File: config.mk
export PLATFORM = sky130hd
export DESIGN_NAME = sqrt_job_issuer
export DESIGN_NICKNAME = d
export VERILOG_FILES = /design/src/rtl/sqrt_job_issuer.sv
export SDC_FILE = /design/constraint.sdc
export NUM_CORES = 1
export LEC_CHECK = 0
export ABC_AREA = 1
export BUFFER_PORTS_ARGS = -buffer_cell sky130_fd_sc_hd__buf_2
export CAP_MARGIN = 20
export CORE_AREA = 2 2 86 55
export DETAILED_ROUTE_END_ITERATION = 12
export DIE_AREA = 0 0 88 57
export HOLD_SLACK_MARGIN = 0.15
export PLACE_DENSITY = 0.72
export SLEW_MARGIN = 20
export SYNTH_ARGS = -nofsm -noshare
export SYNTH_HDL_FRONTEND = slang
export SYNTH_SLANG_ARGS = --single-unit
File: constraint.sdc
create_clock -name clk -period 1.55 [get_ports clk]
set_input_delay 0.2325 -clock clk [delete_from_list [all_inputs] [get_ports clk]]
set_output_delay 0.2325 -clock clk [all_outputs]
set_load 0.005 [all_outputs]
File: src/rtl/sqrt_job_issuer.sv
// Job issuer for the square-root engine: accepts operands, pulses start,
// waits for done with a timeout and hands the result to the consumer.
module sqrt_job_issuer #(
  parameter int DW      = 8,
  parameter int CNTW    = 5,
  parameter int TIMEOUT = 31
) (
  input  logic            clk,
  input  logic            rst,
  input  logic            in_valid,
  output logic            in_ready,
  input  logic [DW-1:0]   in_a,
  input  logic [DW-1:0]   in_b,
  output logic [DW-1:0]   dp_a,
  output logic [DW-1:0]   dp_b,
  output logic            dp_start,
  input  logic            dp_done,
  input  logic [DW-1:0]   dp_result,
  output logic            out_valid,
  input  logic            out_ready,
  output logic [DW-1:0]   out_result,
  output logic            out_timeout,
  output logic            busy,
  output logic [CNTW-1:0] cycles
);

  typedef enum logic [2:0] {
    IDLE   = 3'd0,
    ARM    = 3'd1,
    LAUNCH = 3'd2,
    WAIT   = 3'd3,
    HOLD   = 3'd4
  } state_t;

  localparam logic [CNTW-1:0] TO = CNTW'(TIMEOUT);

  state_t          state_q, state_d;
  logic [DW-1:0]   dp_a_q, dp_a_d;
  logic [DW-1:0]   dp_b_q, dp_b_d;
  logic [DW-1:0]   res_q, res_d;
  logic            to_q, to_d;
  logic [CNTW-1:0] cnt_q, cnt_d;
  logic [CNTW-1:0] cyc_q, cyc_d;
  logic            in_ready_q, in_ready_d;
  logic            start_q, start_d;
  logic            ovalid_q, ovalid_d;
  logic            busy_q, busy_d;
  logic [CNTW-1:0] cnt_inc;

  assign cnt_inc = cnt_q + 1'b1;

  always_comb begin
    state_d = state_q;
    dp_a_d  = dp_a_q;
    dp_b_d  = dp_b_q;
    res_d   = res_q;
    to_d    = to_q;
    cnt_d   = cnt_q;
    cyc_d   = cyc_q;
    unique case (state_q)
      IDLE: begin
        if (in_valid && in_ready_q) begin
          dp_a_d  = in_a;
          dp_b_d  = in_b;
          state_d = ARM;
        end
      end
      ARM: begin
        // a done still high from the last job must clear first
        if (!dp_done) state_d = LAUNCH;
      end
      LAUNCH: begin
        cnt_d   = '0;
        state_d = WAIT;
      end
      WAIT: begin
        cnt_d = cnt_inc;
        if (dp_done) begin
          res_d   = dp_result;
          to_d    = 1'b0;
          cyc_d   = cnt_inc;
          state_d = HOLD;
        end else if (cnt_inc == TO) begin
          res_d   = '0;
          to_d    = 1'b1;
          cyc_d   = TO;
          state_d = HOLD;
        end
      end
      HOLD: begin
        if (out_ready) state_d = IDLE;
      end
      default: state_d = IDLE;
    endcase
    in_ready_d = (state_d == IDLE);
    start_d    = (state_d == LAUNCH);
    ovalid_d   = (state_d == HOLD);
    busy_d     = (state_d != IDLE);
  end

  always_ff @(posedge clk or posedge rst) begin
    if (rst) begin
      state_q    <= IDLE;
      dp_a_q     <= '0;
      dp_b_q     <= '0;
      res_q      <= '0;
      to_q       <= 1'b0;
      cnt_q      <= '0;
      cyc_q      <= '0;
      in_ready_q <= 1'b0;
      start_q    <= 1'b0;
      ovalid_q   <= 1'b0;
      busy_q     <= 1'b0;
    end else begin
      state_q    <= state_d;
      dp_a_q     <= dp_a_d;
      dp_b_q     <= dp_b_d;
      res_q      <= res_d;
      to_q       <= to_d;
      cnt_q      <= cnt_d;
      cyc_q      <= cyc_d;
      in_ready_q <= in_ready_d;
      start_q    <= start_d;
      ovalid_q   <= ovalid_d;
      busy_q     <= busy_d;
    end
  end

  assign in_ready    = in_ready_q;
  assign dp_a        = dp_a_q;
  assign dp_b        = dp_b_q;
  assign dp_start    = start_q;
  assign out_valid   = ovalid_q;
  assign out_result  = res_q;
  assign out_timeout = to_q;
  assign busy        = busy_q;
  assign cycles      = cyc_q;

endmodule

==> flow_metrics.env, run 1 <==
export IMPL_status="finished, final reports clean"
export IMPL_crit_type="reg -> reg"
export IMPL_dr_pass1_iters=4
export IMPL_fin_ws_ns=0.0298
export IMPL_cts_root_buf="clkbuf_8"
export IMPL_synth_seq_cells=42
export IMPL_grt_ovfl_total=0
export IMPL_grt_pass1_vias=1429
export IMPL_synth_warnings=0
export IMPL_finalSetupViolCount=0
export IMPL_synth_cells=202
export IMPL_synth_most_common_cell="nand2_1"
export IMPL_dp_hpwl_um=2880
export IMPL_start_util_pct=41.8
export IMPL_design_area_um2=2610
export IMPL_synth_compound_area_share_pct=4.17
export IMPL_synth_edff_count=0
export IMPL_post_route_drc_count=0
export IMPL_vias_per_cell=4.38
export IMPL_io_buffers=62
export IMPL_synthToLayoutAreaGrowth_pct=44.8
export IMPL_grt_max_degree=28
export IMPL_diodes=0
export IMPL_dp_slack_ns=-0.0112
export IMPL_regToRegSetupSlack_ns=0.03
export IMPL_cts_buffers=5
export IMPL_place_area_um2=2260
export IMPL_clock_sinks=42
export IMPL_period_share_pct=98.1
export IMPL_slew_viol_final=0
export IMPL_antenna_found_initial=0
export IMPL_synth_xor_area_share_pct=0
export IMPL_final_hold_violation_count=0
export IMPL_critPathMaxStageDelay_ns=0.44
export IMPL_yosys_area_top_type="dfrtp_1"
export IMPL_synth_mux_area_share_pct=0
export IMPL_placed_cells=330
export IMPL_min_from="dp_result[0]"
export IMPL_stdcell_count=357
export IMPL_path_delay_family="simple AND/OR/NAND/NOR gates"
export IMPL_synthAdderAreaFrac_pct=1.39
export IMPL_crit_path_start_kind="flop"
export IMPL_p_per_area_nw_per_um2=1650
export IMPL_synth_top_family_by_area="simple AND/OR/NAND/NOR gates"
export IMPL_clock_path_buffers=2
export IMPL_worst_slew_pin_slew_ns=0.594
export IMPL_yosysUniqueCellTypes=23
export IMPL_drtAntennaViolNets=0
export IMPL_synthTopCellsByCount="nand2_1 (82), dfrtp_1 (42), inv_1 (15), nand3_1 (15), nor2_1 (7)"
export IMPL_final_core_util_pct=60.6
export IMPL_path_clk_slew_ns=0.08
export IMPL_cp_num_buf_inv=1
export IMPL_finalClockSkew_ns=0.00773
export IMPL_vias=1562
export IMPL_path_cells="ha_4 -> nand2_2 -> nand2_2 -> nor2_2 -> nand3_2 -> nand2_2 -> nand2_4 -> buf_12 -> nand2_2 -> o21ai_2"
export IMPL_drive_gt1_share_pct=38.1
export IMPL_syn_area_um2=1800
export IMPL_die_area_um2=5020
export IMPL_core_area_um2=4300
export IMPL_power_leakage_nw=1.42
export IMPL_htreeDepth=2
export IMPL_clk_latency_ns=0.30
export IMPL_end_kind="flop"
export IMPL_gr_usage_all_layers_pct=17.5
export IMPL_arrival_ns=1.70
export IMPL_drtIter0Drc=62
export IMPL_syn_nets=233
export IMPL_synth_simple_gate_area_share_pct=30.0
export IMPL_maxCapViolations=0
export IMPL_rows=19
export IMPL_synthFlopType="dfrtp_1"
export IMPL_io_pins=63
export IMPL_cpMostUsedCell="nand2_2"
export IMPL_rsz0062_at_grt="true"
export IMPL_worstHoldPathCells=3
export IMPL_routabilityCongestion=0.761
export IMPL_synth_top_area_share_pct=58.4
export IMPL_r2r_worst_path_cells=10
export IMPL_fmax_mhz=658
export IMPL_grt_pass1_wl_um=6640
export IMPL_drt_wl_total_um=4140
export IMPL_cts_tree="yes"
export IMPL_critPathRequiredTime_ns=1.73
export IMPL_layout_min_cycle_time_ns=1.52
export IMPL_yosysSeqAreaShare_pct=58.4
export IMPL_synth_area_leaders="dfrtp_1 (58%), nand2_1 (17%), nand3_1 (4.2%)"
export IMPL_wl_per_cell_um=11.6
export IMPL_r2r_end="cycles[4]$_DFFE_PP0P_"
export IMPL_hold_class="in -> reg"
export IMPL_p_total_mw=4.31
export IMPL_die_w_um=88
export IMPL_crit_fanout=8
export IMPL_finalNetCount=324
export IMPL_die_h_um=57
export IMPL_r2r_start="cnt_q[0]$_DFFE_PP0P_"
export IMPL_holdPathEnd="out_result[0]$_DFFE_PP0P_"
export IMPL_vdd_drop_max_v=0.000757
export IMPL_crit_slowest_cell="dfrtp_2"
export IMPL_relSlewSlack_pct=60.2
export IMPL_synth_avg_cell_area_um2=8.91
export IMPL_ys_async_sr_fraction_pct=100
## sequential cells by signal (all words and copies together) (netlist names)
register / cells
dp_a: 8
dp_b: 8
out_result: 8
cnt_q: 5
cycles: 5
state_q: 3
busy: 1
dp_start: 1
in_ready: 1
out_timeout: 1
out_valid: 1
## per-layer routing
layer	global-route usage (%)	wire (um)	vias up
met4	7.91	67	0
met3	4.20	212	7
met1	25.9	2110	699
met2	24.5	1750	44
met5	0	0	-
li1	-	-	812
## repair_timing
item | CTS | global route
resized for setup | 1 | 10
cloned | 0 | 1
hold endpoints to repair | 31 | 0
endpoints found under the setup margin | 4 | 18
pin swaps | 0 | 5
buffers inserted | 0 | 1
hold buffers | 17 | 0
## worst max-delay path by stage
stage / startpoint / end / slack (ns) / cells past startpoint
2_1_floorplan: cnt_q[1]$_DFFE_PP0P_ / out_timeout$_DFFE_PP0P_ / 0.1 / 10
3_3_place_gp: cnt_q[0]$_DFFE_PP0P_ / cycles[2]$_DFFE_PP0P_ / 0.02 / 10
3_5_place_dp: cnt_q[0]$_DFFE_PP0P_ / cycles[4]$_DFFE_PP0P_ / -0.01 / 10
4_1_cts: cnt_q[0]$_DFFE_PP0P_ / cycles[4]$_DFFE_PP0P_ / 0.01 / 10
5_1_grt: cnt_q[0]$_DFFE_PP0P_ / cycles[4]$_DFFE_PP0P_ / -0.07 / 10
6_report: cnt_q[0]$_DFFE_PP0P_ / cycles[4]$_DFFE_PP0P_ / 0.03 / 10
## cells by family (layout without fill, tap and decap cells)
group,Yosys count,count (layout)
AND/OR/NAND/NOR,122,122
adder cells (fa/ha/maj),2,2
AO/OA/AOI/OAI,11,11
flip-flops,42,42
buffers and inverters,25,117
## cell type report
class	count	area, um2
Multi-Input combinational cell	135	673
Timing Repair Buffer	90	618
Sequential cell	42	1050
Clock buffer	5	68.8
Tap cell	63	78.8
Fill cell	371	1700
Inverter	19	71.3
Clock inverter	3	43.8
## layout by cell type, fill, tap and decap left out, types with 2 or more instances in the layout
| cell | n |
|---|---|
| buf_12 | 3 |
| buf_2 | 62 |
| buf_4 | 7 |
| clkbuf_8 | 5 |
| dfrtp_1 | 41 |
| dlygate4sd3_1 | 17 |
| inv_1 | 13 |
| inv_2 | 5 |
| nand2_1 | 76 |
| nand2_2 | 11 |
| nand3_1 | 15 |
| nand4_1 | 2 |
| nor2_1 | 7 |
| nor2_2 | 4 |
| nor3_1 | 3 |
| o21ai_0 | 4 |
| o21ai_2 | 4 |
## tightest hold or removal path: cells and delay by family
| family | cells | cell delay (ns) |
|---|---|---|
| AND/OR/NAND/NOR | 2 | 0.12 |
| buffers and inverters | 1 | 0.08 |
## power breakdown
| part | switching (mW) | leakage [nW] | internal, mW |
|---|---|---|---|
| clock network | 0.388 | 0.0585 | 0.482 |
| registers | 0.266 | 0.531 | 1.55 |
| logic | 0.871 | 0.829 | 0.756 |
| total | 1.53 | 1.42 | 2.79 |
## through the flow
step | TNS, ns | hold slack [ns]
after floorplan | 0 | 0.310
after global placement | 0 | 0.251
after detailed placement | -0.0211 | 0.254
after CTS | 0 | 0.159
after global routing | -0.674 | 0.171
final | 0 | 0.161
No activity file was read; power rests on OpenSTA's default activity.
==> run 2: changes to the inputs <==
- ABC_AREA: 1 -> default
- CELL_PAD_IN_SITES_DETAIL_PLACEMENT: default -> 2
- CELL_PAD_IN_SITES_GLOBAL_PLACEMENT: default -> 2
- CORE_AREA: 2 2 86 55 -> 2 2 109 69
- DIE_AREA: 0 0 88 57 -> 0 0 111 71
==> run 2 against run 1 <==
  * Clock-buffer cell count is 1 higher
  * Utilization is 22 points lower
  * Hold slack better by 0.021 ns
  * Global-route usage decreased by 2.6 points
  * Critical endpoint is now out_timeout$_DFFE_PP0P_
  * Clock skew decreased by 0.0017 ns
  * Flip-flop and latch count did not move
  * Register-to-register slack gained 0.03 ns
==> flow_metrics.env, run 2 <==
export IMPL_synth_cells=153
export IMPL_synth_seq_cells=42
export IMPL_maxCapViolations=0
export IMPL_die_h_um=71
export IMPL_yosysUniqueCellTypes=37
export IMPL_die_w_um=111
export IMPL_r2r_end="out_timeout$_DFFE_PP0P_"
export IMPL_end_kind="flop"
export IMPL_min_from="in_a[1]"
export IMPL_synthToLayoutAreaGrowth_pct=41.1
export IMPL_period_share_pct=96.4
export IMPL_rsz0062_at_grt="true"
export IMPL_synth_warnings=0
export IMPL_p_per_area_nw_per_um2=1890
export IMPL_crit_slowest_cell="dfrtp_1"
export IMPL_synthFlopType="dfrtp_1"
export IMPL_crit_fanout=5
export IMPL_die_area_um2=7880
export IMPL_vias_per_cell=4.63
export IMPL_final_common_cell="buf_2"
export IMPL_arrival_ns=1.69
export IMPL_dp_hpwl_um=4050
export IMPL_final_core_util_pct=38.1
export IMPL_clock_sinks=42
export IMPL_holdPathEnd="dp_a[1]$_DFFE_PP0P_"
export IMPL_layout_min_cycle_time_ns=1.49
export IMPL_worstHoldPathCells=2
export IMPL_synthTopCellsByCount="dfrtp_1 (42), nand2_1 (16), o21ai_0 (15)"
export IMPL_antenna_found_initial=0
export IMPL_slew_viol_final=0
export IMPL_synth_edff_count=0
export IMPL_r2r_worst_path_cells=5
export IMPL_syn_nets=184
export IMPL_vias=1514
export IMPL_gr_usage_all_layers_pct=14.9
export IMPL_drt_wl_total_um=5470
export IMPL_yosysSeqAreaShare_pct=56.1
export IMPL_layout_common_cells="buf_2 (62), dfrtp_1 (42), nand2_1 (16), buf_4 (16), o21ai_0 (12)"
export IMPL_crit_path_start_kind="flop"
export IMPL_r2r_start="cnt_q[0]$_DFFE_PP0P_"
export IMPL_grt_max_degree=26
export IMPL_path_cells="ha_4 -> xnor2_2 -> nand3b_4 -> or2_4 -> o31ai_4"
export IMPL_finalNetCount=266
export IMPL_synth_top_area_share_pct=56.1
export IMPL_cp_num_buf_inv=0
export IMPL_drtAntennaViolNets=0
export IMPL_clk_latency_ns=0.28
export IMPL_fill_cells=740
export IMPL_synth_most_common_cell="dfrtp_1"
export IMPL_path_delay_family="simple AND/OR/NAND/NOR gates"
export IMPL_cts_buffers=5
export IMPL_diodes=0
export IMPL_yosys_area_top_type="dfrtp_1"
export IMPL_post_route_drc_count=0
export IMPL_syn_area_um2=1870
export IMPL_grt_pass1_vias=1682
export IMPL_path_clk_slew_ns=0.06
export IMPL_rows=24
export IMPL_regToRegSetupSlack_ns=0.06
export IMPL_io_pins=63
export IMPL_synth_area_leaders="dfrtp_1 (56%), mux2_4 (8.0%), o21ai_0 (4.0%)"
export IMPL_cts_root_buf="clkbuf_16"
export IMPL_core_area_um2=6940
export IMPL_finalClockSkew_ns=0.00599
export IMPL_start_util_pct=27.0
export IMPL_fmax_mhz=669
export IMPL_clock_path_buffers=2
export IMPL_grt_pass1_wl_um=9160
export IMPL_synth_avg_cell_area_um2=12.2
export IMPL_cts_tree="yes"
export IMPL_worst_slew_pin_slew_ns=0.713
export IMPL_io_buffers=62
export IMPL_routabilityCongestion=0.736
export IMPL_crit_start="cnt_q[0]$_DFFE_PP0P_"
export IMPL_grt_ovfl_total=0
export IMPL_final_hold_violation_count=0
export IMPL_finalSetupViolCount=0
export IMPL_hold_class="in -> reg"
export IMPL_hold_slack_ns=0.182
export IMPL_drive_gt1_share_pct=51.3
export IMPL_drtIter0Drc=64
export IMPL_crit_type="reg -> reg"
export IMPL_htreeDepth=2
export IMPL_vdd_drop_max_v=0.000642
export IMPL_critPathMaxStageDelay_ns=0.41
export IMPL_ys_async_sr_fraction_pct=100
export IMPL_dr_pass1_iters=4
export IMPL_wl_per_cell_um=16.7
export IMPL_relSlewSlack_pct=52.2
export IMPL_critPathRequiredTime_ns=1.75
export IMPL_status="finished, final reports clean"
export IMPL_power_leakage_nw=1.27
-- run 2: per-layer routing --
metal	track usage, %	up-vias	part of all wire [%]	wire (um)
met3	4.80	3	5.5	301
met2	23.6	40	46	2530
met5	0	-	0	0
met1	20.5	766	48	2610
met4	2.50	0	0.49	27
li1	-	705	-	-
-- run 2: what timing repair did --
item                                   4_1_cts  5_1_grt
pin swaps                                    1        5
resized for setup                            4       13
setup endpoints to repair                   14       13
gates cloned                                 0        0
endpoints found under the hold margin       17        0
buffers inserted                             0        1
hold buffers                                 1        0
-- run 2: worst max-delay path by stage --
stage	to	cells past startpoint
final	out_timeout$_DFFE_PP0P_	5
after global routing	out_timeout$_DFFE_PP0P_	5
after CTS	out_valid$_DFF_PP0_	6
after detailed placement	out_timeout$_DFFE_PP0P_	5
after global placement	out_timeout$_DFFE_PP0P_	5
after floorplan	dp_a[0]$_DFFE_PP0P_	4
-- run 2: kinds of logic after synthesis --
group / count (synthesis) / synth area share [%]
flops: 42 / 56.1
compound gates: 41 / 14.5
simple gates: 37 / 11.2
mux: 16 / 11.6
buf+inv: 12 / 3.81
xor+xnor: 3 / 1.40
fa+ha+maj: 2 / 1.34
-- run 2: area by class of cell --
class | count | area [um2] | share of cell area, %
clock buffer | 6 | 139 | 5.26
timing repair buffer | 83 | 503 | 19.0
clock inverter | 2 | 12.5 | 0.473
inverter | 4 | 15.0 | 0.568
tap | 91 | 114 | 4.31
multi-input combinational | 99 | 808 | 30.6
sequential | 42 | 1050 | 39.8
-- run 2: metrics by stage --
| stage | cells | TNS [ns] | cell area, um2 | worst slack [ns] | power [mW] |
|---|---|---|---|---|---|
| final | 327 | 0 | 2640 | 0.0561 | 4.98 |
| after global routing | 327 | -0.00967 | 2640 | -0.00494 | 5.39 |
| after CTS | 326 | 0 | 2580 | 0.0165 | 4.99 |
| after detailed placement | 317 | -0.103 | 2410 | -0.0565 | 3.87 |
| after global placement | 317 | 0 | 2410 | 0.0305 | 3.76 |
| after floorplan | 153 | -0.0957 | 1880 | -0.00957 | 2.95 |
-- run 2: power breakdown --
part	total [mW]	switching [mW]	internal (mW)	leakage, nW
sequential	1.87	0.326	1.55	0.512
clock	1.06	0.426	0.638	0.0729
combinational	2.05	0.924	1.12	0.684
total	4.98	1.68	3.31	1.27
==> run 3: changes to the inputs <==
- BUFFER_PORTS_ARGS: -buffer_cell sky130_fd_sc_hd__buf_2 -> default
- CORE_AREA: 2 2 109 69 -> 2 2 98 62
- DIE_AREA: 0 0 111 71 -> 0 0 100 64
- DONT_BUFFER_PORTS: default -> 1
- PLACE_DENSITY: 0.72 -> 0.71
- SLEW_MARGIN: 20 -> 5
==> run 3 against run 2 <==
  * Cell area decreased by 6.0%
  * Critical path depth is the same
  * Clock skew down 0.0013 ns
==> flow_metrics.env, run 3 (synthesis results as in run 2) <==
export IMPL_io_pins=63
export IMPL_layout_common_cells="dfrtp_1 (38), dlygate4sd3_1 (26), buf_4 (17)"
export IMPL_cts_buffers=5
export IMPL_power_frac_seq_pct=46.3
export IMPL_status="finished, final reports clean"
export IMPL_power_leakage_nw=1.09
export IMPL_p_switching_mw=1.69
export IMPL_hold_class="in -> reg"
export IMPL_final_hold_violation_count=0
export IMPL_grt_max_degree=19
export IMPL_io_buffers=0
export IMPL_grt_ovfl_total=0
export IMPL_drtIter0Drc=31
export IMPL_hold_slack_ns=0.224
export IMPL_dr_pass1_iters=4
export IMPL_cts_tree="yes"
export IMPL_end_kind="flop"
export IMPL_p_comb_share_pct=36.3
export IMPL_wl_per_cell_um=21.3
export IMPL_dp_slack_ns=-0.0661
export IMPL_p_per_area_nw_per_um2=1790
export IMPL_maxCapViolations=0
export IMPL_drive_gt1_share_pct=31.3
export IMPL_die_h_um=64
export IMPL_post_route_drc_count=0
export IMPL_arrival_ns=1.75
export IMPL_gr_usage_all_layers_pct=18.3
export IMPL_drtAntennaViolNets=0
export IMPL_clock_path_buffers=2
export IMPL_antenna_found_initial=0
export IMPL_rsz0062_at_grt="true"
export IMPL_crit_fanout=5
export IMPL_clkPwrFrac_pct=17.4
export IMPL_layout_min_cycle_time_ns=1.53
export IMPL_synthToLayoutAreaGrowth_pct=32.7
export IMPL_critPathRequiredTime_ns=1.77
export IMPL_cts_root_buf="clkbuf_8"
export IMPL_clk_latency_ns=0.31
export IMPL_fin_ws_ns=0.0201
export IMPL_fmax_mhz=654
export IMPL_final_common_cell="dfrtp_1"
export IMPL_crit_path_start_kind="flop"
export IMPL_fill_cells=539
export IMPL_worst_slew_pin_slew_ns=0.576
export IMPL_rows=21
export IMPL_finalClockSkew_ns=0.00464
export IMPL_p_sw_share_pct=37.9
export IMPL_start_util_pct=34.3
export IMPL_path_clk_slew_ns=0.09
export IMPL_placed_cells=227
export IMPL_crit_type="reg -> reg"
export IMPL_vdd_drop_max_v=0.000696
export IMPL_diodes=0
export IMPL_clock_sinks=42
export IMPL_slew_viol_final=0
export IMPL_final_core_util_pct=45.5
export IMPL_finalNetCount=228
export IMPL_core_area_um2=5470
export IMPL_vias_per_cell=5.23
export IMPL_period_share_pct=98.7
export IMPL_grt_pass1_vias=1575
export IMPL_grt_pass1_wl_um=8870
export IMPL_vias=1397
export IMPL_relSlewSlack_pct=61.4
export IMPL_die_w_um=100
export IMPL_routabilityCongestion=0.775
export IMPL_intPower_mw=2.77
export IMPL_finalSetupViolCount=0
export IMPL_drt_wl_total_um=5680
export IMPL_dp_hpwl_um=3480
export IMPL_htreeDepth=2
export IMPL_die_area_um2=6400
export IMPL_stdcell_count=267
-- run 3: cell count changes in the layout (fill, tap and decap cells not counted), sizes merged --
| cell | before | now |
|---|---|---|
| clkinvlp | 1 | 0 |
| buf | 82 | 19 |
| clkinv | 2 | 1 |
| inv | 3 | 6 |
| clkbuf | 6 | 5 |
| dlygate4sd3 | 1 | 26 |
-- run 3: critical path, cell delays in order (launching register included) --
cell and delay [ns]:
dfrtp_1 0.42, ha_2 0.22, xnor2_2 0.15, nand3b_4 0.20
or2_4 0.30, o31ai_4 0.16
-- run 3: power groups by stage --
stage / clock [mW] / sequential [mW] / combinational [mW]
2_1_floorplan: 0 / 1.84 / 1.11
3_3_place_gp: 0 / 2.02 / 1.26
3_5_place_dp: 0 / 2.05 / 1.37
4_1_cts: 0.799 / 2.04 / 1.49
5_1_grt: 0.845 / 2.13 / 1.77
6_report: 0.773 / 2.06 / 1.62
-- run 3: per-layer routing --
| layer | GRT usage [%] | share of wire (%) |
|---|---|---|
| met1 | 23.9 | 44 |
| met2 | 30.8 | 51 |
| met3 | 4.70 | 3.9 |
| met4 | 4.11 | 0.70 |
| met5 | 0 | 0 |
-- run 3: worst paths after layout --
path | start | slack (ns) | depth (start not counted) | endpoint
max | cnt_q[0]$_DFFE_PP0P_ | 0.02 | 5 | out_timeout$_DFFE_PP0P_
min | dp_done | 0.22 | 3 | cycles[3]$_DFFE_PP0P_
max reg2reg | cnt_q[0]$_DFFE_PP0P_ | 0.02 | 5 | out_timeout$_DFFE_PP0P_
min reg2reg | dp_b[1]$_DFFE_PP0P_ | 0.55 | 1 | dp_b[1]$_DFFE_PP0P_
max in group asynchronous | rst | 0.58 | 3 | cnt_q[2]$_DFFE_PP0P_
min in group asynchronous | rst | 0.35 | 2 | dp_a[7]$_DFFE_PP0P_
-- run 3: metrics by stage --
stage	instance area [um2]	total power, mW	setup TNS [ns]
floorplan	1880	2.95	-0.0957
global placement	2010	3.29	0
detailed placement	2010	3.42	-0.391
CTS	2400	4.33	0
global route	2480	4.75	-0.283
finish	2480	4.45	0
-- run 3: cell type report --
type / count / area [um2] / share of cell area, %
Sequential cell: 42 / 1060 / 42.5
Multi-Input combinational cell: 99 / 813 / 32.7
Timing Repair Buffer: 45 / 419 / 16.9
Tap cell: 69 / 86.3 / 3.47
Clock buffer: 5 / 68.8 / 2.77
Clock inverter: 3 / 26.3 / 1.06
Inverter: 4 / 15.0 / 0.604
-- run 3: timing repair --
action	in CTS	in global routing
gates resized for setup	8	14
endpoints found under the hold margin	46	0
hold buffers	26	0
setup buffers	2	4
pin swaps	2	5
endpoints found under the setup margin	14	21
